--- src/rtl/arb_pkg.sv ---
// Shared state encoding and sizing for the four-way round-robin arbiter.
package arb_pkg;

  localparam int unsigned NUM_REQ = 4;
  localparam int unsigned IDX_W   = 2;

  typedef enum logic {
    IDLE  = 1'b0,
    GRANT = 1'b1
  } arb_state_e;

endpackage

--- src/rtl/decoder24en.sv ---
// 2-to-4 one-hot decoder with active-low enable; all outputs low when disabled.
module decoder24en (
  input  logic [1:0] binary,
  input  logic       en_L,
  output logic [3:0] dec
);

  always_comb begin
    dec = '0;
    if (!en_L) dec[binary] = 1'b1;
  end

endmodule

--- src/rtl/rr_arbiter4.sv ---
// Four-way round-robin arbiter; a grant is held until done or request withdrawal.
// Define ARB_TIMEOUT_EN to bound each grant to HOLD_MAX cycles with a timeout pulse.
module rr_arbiter4
  import arb_pkg::*;
#(
  parameter logic [3:0] HOLD_MAX = 4'd15
) (
  input  logic               clock,
  input  logic               reset,
  input  logic [NUM_REQ-1:0] req,
  input  logic               done,
  output logic [NUM_REQ-1:0] grant,
  output logic [IDX_W-1:0]   grant_id,
  output logic               busy,
  output logic               timeout
);

  arb_state_e       state_q, state_d;
  logic [IDX_W-1:0] last_q, last_d;
  logic [IDX_W-1:0] grant_id_q, grant_id_d;
  logic             win_found;
  logic [IDX_W-1:0] win_idx;
  logic             rel_norm;
  logic             release_ev;

`ifdef ARB_TIMEOUT_EN
  localparam logic [3:0] HOLD_LAST = HOLD_MAX - 4'd1;

  logic [3:0] hold_cnt_q, hold_cnt_d;
  logic       timeout_q, timeout_d;
  logic       tmo_hit;

  assign tmo_hit    = (state_q == GRANT) && (hold_cnt_q == HOLD_LAST);
  assign release_ev = rel_norm | tmo_hit;
`else
  assign release_ev = rel_norm;
`endif

  assign rel_norm = done | ~req[grant_id_q];

  // Search starts just after the last holder, so the holder itself is tried last.
  always_comb begin : rr_search
    logic [IDX_W-1:0] cand;
    win_found = 1'b0;
    win_idx   = '0;
    cand      = '0;
    for (int unsigned k = 1; k <= NUM_REQ; k++) begin
      cand = last_q + IDX_W'(k);
      if (!win_found && req[cand]) begin
        win_found = 1'b1;
        win_idx   = cand;
      end
    end
  end

  always_comb begin : fsm_next
    state_d    = state_q;
    last_d     = last_q;
    grant_id_d = grant_id_q;
`ifdef ARB_TIMEOUT_EN
    hold_cnt_d = '0;
    timeout_d  = 1'b0;
`endif
    unique case (state_q)
      IDLE: begin
        if (win_found) begin
          state_d    = GRANT;
          grant_id_d = win_idx;
          last_d     = win_idx;
        end
      end
      GRANT: begin
        if (release_ev) begin
          if (win_found) begin
            grant_id_d = win_idx;
            last_d     = win_idx;
          end else begin
            state_d = IDLE;
          end
        end
`ifdef ARB_TIMEOUT_EN
        hold_cnt_d = release_ev ? 4'd0 : hold_cnt_q + 4'd1;
        // A forced release only signals when nothing released normally.
        timeout_d  = tmo_hit & ~rel_norm;
`endif
      end
    endcase
  end

  always_ff @(posedge clock or posedge reset) begin
    if (reset) begin
      state_q    <= IDLE;
      last_q     <= IDX_W'(NUM_REQ - 1);
      grant_id_q <= '0;
`ifdef ARB_TIMEOUT_EN
      hold_cnt_q <= '0;
      timeout_q  <= 1'b0;
`endif
    end else begin
      state_q    <= state_d;
      last_q     <= last_d;
      grant_id_q <= grant_id_d;
`ifdef ARB_TIMEOUT_EN
      hold_cnt_q <= hold_cnt_d;
      timeout_q  <= timeout_d;
`endif
    end
  end

  assign grant_id = grant_id_q;
  assign busy     = (state_q == GRANT);

`ifdef ARB_TIMEOUT_EN
  assign timeout = timeout_q;
`else
  // The hold limit has no effect here; timeout stays constant low.
  assign timeout = 1'b0 & (HOLD_MAX != 4'd0);
`endif

  decoder24en u_grant_dec (
    .binary (grant_id_q),
    .en_L   (~busy),
    .dec    (grant)
  );

endmodule

--- config.mk ---
export PLATFORM = sky130hd
export DESIGN_NAME = rr_arbiter4
export DESIGN_NICKNAME = d
export VERILOG_FILES = /design/src/rtl/arb_pkg.sv /design/src/rtl/decoder24en.sv /design/src/rtl/rr_arbiter4.sv
export SDC_FILE = /design/constraint.sdc
export NUM_CORES = 1
export LEC_CHECK = 0
export CORE_AREA = 2 2 39 41
export CTS_BUF_LIST = sky130_fd_sc_hd__clkbuf_4
export DETAILED_ROUTE_END_ITERATION = 8
export DIE_AREA = 0 0 41 43
export PLACE_DENSITY = 0.58
export SYNTH_ARGS = -nofsm -noshare
export SYNTH_HDL_FRONTEND = slang
export SYNTH_SLANG_ARGS = --single-unit
--- constraint.sdc ---
create_clock -name clock -period 2.25 [get_ports clock]
set_clock_uncertainty 0.1 [all_clocks]
set_input_delay 0.675 -clock clock [delete_from_list [all_inputs] [get_ports clock]]
set_output_delay 0.675 -clock clock [all_outputs]
set_load 0.005 [all_outputs]
# After elaboration in Yosys (flattened, before gate mapping)

Cells that the tools add are included.

Memory bits (read-only): 0
Register bits after elaboration: 5
Output and inout bits: 8
Latch bits: 0
Memory bits (writable): 0
Input port bits: 7
Memories: 0
Word-level logic and storage cells: 53

$lt $le $gt $ge: 6
Divide/modulo/power cells: 0
Mux-type cells: 30
Multipliers: 0
Shift-type cells: 0
Bitwise operators: 3
Eq/ne operators: 1
Reduce and logical (&&, ||, !) cells: 7
Add/sub/neg operators: 3

Operators with widths:

| kind                                                                                 | number |
|---|---|
| 2-bit two-way mux                                                                    | 8 |
| 2-bit by 3-bit < comparator with 1-bit output (second input constant)                | 5 |
| 1-bit two-way mux                                                                    | 12 |
| 1-bit binary-select mux with 2-bit select                                            | 5 |
| 2-bit one-hot mux with 2 select lines                                                | 2 |
| 2-bit adder (second input constant)                                                  | 2 |
| 1-bit logical AND                                                                    | 4 |
| 4-bit two-way mux                                                                    | 1 |
| 1-bit logical NOT                                                                    | 3 |
| 2-bit by 1-bit adder with 2-bit output (second input constant)                       | 1 |
| 1-bit demux with 2-bit select                                                        | 1 |
| 2-bit by 1-bit greater-or-equal comparator with 1-bit output (second input constant) | 1 |
| 2-bit by 1-bit inequality test with 1-bit output (second input constant)             | 1 |
| 1-bit inverter                                                                       | 2 |
| 1-bit one-hot mux with 2 select lines                                                | 1 |
| 1-bit OR                                                                             | 1 |

# Longest topological paths before layout

Word-level depth: 16
Gate-level depth with buffers: 4

# Modules after synthesis

From an unflattened synthesis, not the netlist that was laid out.

Cell total of the unflattened synthesis: 37
Area, all modules: 359.1 µm²

Modules (own cells, without submodules):

| module      | instances | area each (µm²) | cells an instance |
|---|---|---|---|
| rr_arbiter4 | 1         | 329.1           | 33 |
| decoder24en | 1         | 30.0            | 4 |

# Worst setup path after synthesis

Ideal clock, no wire load.

Kind: input port to flip-flop
Start: input req[1]
End: register grant_id_q[1] (netlist: grant_id[1])
Buffers on the path: 0
Library setup time: 128 ps
Slack: 356 ps
Arrival time: 1666 ps
Stages: 4
Path through: or4_4 o31ai_2 nor2_2 mux2_1

Cells in the longest elaborated chain, start to end: 15
Elaborated cells on any way between the ends: 30

RTL lines:

| element                                                | RTL line                             | text |
|---|---|---|
| start: declaration                                     | rr_arbiter4.sv:10                    | `input logic [NUM_REQ-1:0] req,` |
| 1-bit binary-select mux with 2-bit select              | rr_arbiter4.sv:49                    | `if (!win_found && req[cand]) begin` |
| 1-bit two-way mux (implied by the code)                | rr_arbiter4.sv:49                    |  |
| 1-bit two-way mux                                      | rr_arbiter4.sv:49                    |  |
| 1-bit logical NOT                                      | rr_arbiter4.sv:49                    |  |
| 1-bit logical AND                                      | rr_arbiter4.sv:49                    |  |
| 1-bit two-way mux                                      | rr_arbiter4.sv:49                    |  |
| 1-bit logical NOT                                      | rr_arbiter4.sv:49                    |  |
| 1-bit logical AND                                      | rr_arbiter4.sv:49                    |  |
| 1-bit two-way mux                                      | rr_arbiter4.sv:49                    |  |
| 1-bit logical NOT                                      | rr_arbiter4.sv:49                    |  |
| 1-bit logical AND                                      | rr_arbiter4.sv:49                    |  |
| 2-bit two-way mux or 1-bit two-way mux (tied branches) | rr_arbiter4.sv:49                    |  |
| 2-bit two-way mux                                      | rr_arbiter4.sv:66, rr_arbiter4.sv:74 |  |
| 2-bit two-way mux                                      | rr_arbiter4.sv:73                    | `if (release_ev) begin` |
| 2-bit one-hot mux with 2 select lines                  | rr_arbiter4.sv:64                    | `unique case (state_q)` |
| end signal: assignment                                 | rr_arbiter4.sv:102                   | `grant_id_q <= grant_id_d;` |
| end: declaration                                       | rr_arbiter4.sv:20                    | `logic [IDX_W-1:0] grant_id_q, grant_id_d;` |

Several ways; a longest one is shown, not always the timed one. The select of a mux whose other input is x is not followed.
A chain may end at the register's enable or synchronous reset.

# Worst setup path after layout

Start: register grant_id_q[1] (netlist: grant_id[1])
End: output grant[1]

Cells in the longest elaborated chain, start to end: 5
Elaborated cells on any way between the ends: 6

RTL lines:

| element                                                                                                                                             | RTL line          | text |
|---|---|---|
| 2-bit by 3-bit < comparator with 1-bit output (implied by the code) or 2-bit by 1-bit greater-or-equal comparator with 1-bit output (tied branches) | decoder24en.sv:10 | `if (!en_L) dec[binary] = 1'b1;` |
| 1-bit logical AND (implied by the code)                                                                                                             | decoder24en.sv:10 |  |
| 1-bit two-way mux (implied by the code)                                                                                                             | decoder24en.sv:10 |  |
| 1-bit demux with 2-bit select *                                                                                                                     | n/a               |  |
| 4-bit two-way mux *                                                                                                                                 | decoder24en.sv:10 |  |
| end: declaration                                                                                                                                    | rr_arbiter4.sv:12 | `output logic [NUM_REQ-1:0] grant,` |

Every way passes the cells marked *; elsewhere a longest branch is shown, timed or not.

==> results.md <==
* P_leak at 0.265 nW
* # IOs at 15
* Clk slew on worst S/H paths at 0.04 ns
* Critical path's slowest cell: clkdlybuf4s50_1
* Max_cap viols at 0
* Fin. Hold Viols at 0
* First-pass GRT wire length at 1390 um
* CTS tree: done
* Min-Delay Startpoint: grant_id[1]
* Top cells by area, synth: dfrtp_1, dfstp_2, mux2i_1, mux2_1, inv_1
* CP startpoint: grant_id[1]
* Die Span Y at 43 um
* Worst Setup End Kind: output pin
* Reg-to-reg startpoint: grant_id[0]
* Area Overhead vs Synth at 66.8%
* Seq/Total Area, Yosys at 37.6%
* Worst skew pair latency at 0.24 ns
* Unrepaired setup endpoints after global routing: no
* Clk buf depth at 2
* Top cells by count, synth: inv_1, mux2i_1, nor2_1
* Fin util at 40.9%
* Via/cell ratio at 4.35
* Initial antenna violation count at 0
* CTS sink cnt at 5
* Placer congestion estimate at 0.733
* Post-synth top area share at 22.1%
* Mapped Nets at 45
* Starting Density at 24.5%
* Min Tclk post-route at 2.17 ns
* DR DRC count at 0
* DR pass1 iterations at 1
* Row count at 14
* GRT Resource Usage Total at 12.0%
* Num CTS Buffers at 3
* Fraction of registers with async set/reset at 100%
* Ant. Diodes at 0
* Setup TNS at 0 ns
* Largest net degree at the start of global routing at 8
* Leading area contributor after synthesis: dfrtp_1
* Cells after Synth at 38
* CTS Hold Bufs at 0
* Routed WL per cell at 9.51 um
* Startpoint types: flop
* IO Port Bufs at 13
* GRT Residual Overflow at 0
* Detailed Route Iter0 Violations at 0
* Synth Register Bits at 5
* Fmax at 0.461 GHz
* Slew Viols, Final at 0
* DRT antenna net count at 0
* Worst vdd ir at 0.000602 V
* Reg2Reg Setup Slack at 0.83 ns
* Top_reg_cell synth: dfrtp_1
* Crit path DAT at 1.39 ns
* Status: complete, no violations
* Final #Nets at 69
* Critical Setup Path Class: flop to output pin
* Avg Synthesized Cell Area at 8.92 um^2
* Die width at 41 um
* Full die area at 1760 um^2
* Synth warn at 0
* Share of cells above drive strength 1 at 27.9%
* Worst Hold Class: flop to flop
* Final Non-Filler Cells at 77
* Vias at 335
* Core area at 1380 um^2
* Yosys cell types at 18
* Routed wire length at 732 um
* Vias in the first global route at 333
* Highest cell delay on the worst timing path at 0.50 ns
* Final setup viols at 0
* Max Fanout on Critical Path at 4
* Design Power at 635 uW
* Root Driver: clkbuf_4
* Number of synthesized flops with an enable pin at 0
* Critical path required time at 1.47 ns
* CP cell instances: nand2b_1 -> nor2_1 -> clkdlybuf4s50_1
* Post-Place Cells at 72
* Post-DP HPWL at 624 um
* Mapped Area at 339 um^2
* Period utilization at 96.4%
* Maximum level of the CTS H-tree at 1
* Power per cell area at 1120 nW/um^2
-- per-stage QoR --
| stage | worst slack, ns | hold slack (ns) | cell area (um^2) |
|---|---|---|---|
| 2_1_floorplan | 0.356 | 0.352 | 339 |
| 3_3_place_gp | -0.0791 | 0.425 | 527 |
| 3_5_place_dp | -0.0943 | 0.427 | 527 |
| 4_1_cts | 0.0425 | 0.434 | 557 |
| 5_1_grt | 0.00190 | 0.467 | 566 |
| 6_report | 0.0811 | 0.425 | 566 |
-- critical path, delay by kind of cell (launching register included) --
kind                   cells  cell delay [ns]
buffers and inverters      1             0.50
flip-flops                 1             0.39
AND/OR/NAND/NOR            2             0.27
-- logic make-up after synthesis --
logic type / Yosys count / share of synthesized area (%)
AOI/OAI and AO/OA: 7 / 14.0
buffers and inverters: 6 / 7.75
DFF: 5 / 37.6
muxes: 7 / 21.4
other: 1 / 1.11
and+or+nand+nor: 12 / 18.1
-- final cells by class --
cell class	instances	area, um^2
fill	154	818
tap	16	20.0
sequential	5	129
timing repair buffer	20	183
multi-input combinational	27	185
clock buffer	4	30.0
inverter	5	18.8
-- registers in the layout, summed over array words and instances (netlist names) --
register  flops
grant_id      2
last_q        2
busy          1
-- timing repair --
| action | 4_1_cts | 5_1_grt |
|---|---|---|
| endpoints found under the setup margin | 0 | 3 |
| buffers inserted | 0 | 1 |
| resized for setup | 0 | 1 |
| endpoints found under the hold margin | 0 | 0 |
-- path summary, 6_finish.rpt --
| check | end | depth (start not counted) |
|---|---|---|
| worst max-delay path | grant[1] | 3 |
| worst min-delay path | grant_id[1] | 1 |
| worst min register to register | grant_id[1] | 1 |
| worst max register to register | grant_id[1] | 4 |
| min in group asynchronous | grant_id[1] | 2 |
| max in group asynchronous | last_q[1] | 2 |
-- placed cells by master (no fill, tap or decap) --
master	instances
nor2_1	5
dfrtp_2	1
dfstp_2	2
buf_4	7
nor2_2	1
inv_1	5
a21oi_1	3
dfrtp_1	2
o32ai_1	1
nor3_1	1
or4_4	1
conb_1	1
o21ai_0	1
o31ai_2	1
mux2i_1	5
nand2_1	2
clkbuf_4	4
a31oi_1	1
nand2b_1	2
mux2_1	2
clkdlybuf4s50_1	13
-- report_power, final --
group	internal [mW]	leakage (nW)	switching [mW]	total (mW)
registers	0.145	0.0528	0.0482	0.193
logic	0.205	0.194	0.124	0.329
clock network	0.0789	0.0184	0.0341	0.113
total	0.429	0.265	0.206	0.635
-- per-layer routing --
layer	wire (um)	vias up	global-route usage [%]	part of all wire, %
li1	-	173	-	-
met5	0	-	0	0
met2	357	11	15.6	49
met3	46	0	6.28	6.3
met4	0	0	6.00	0
met1	328	151	15.6	45
Power figures use the tool's default switching activity.
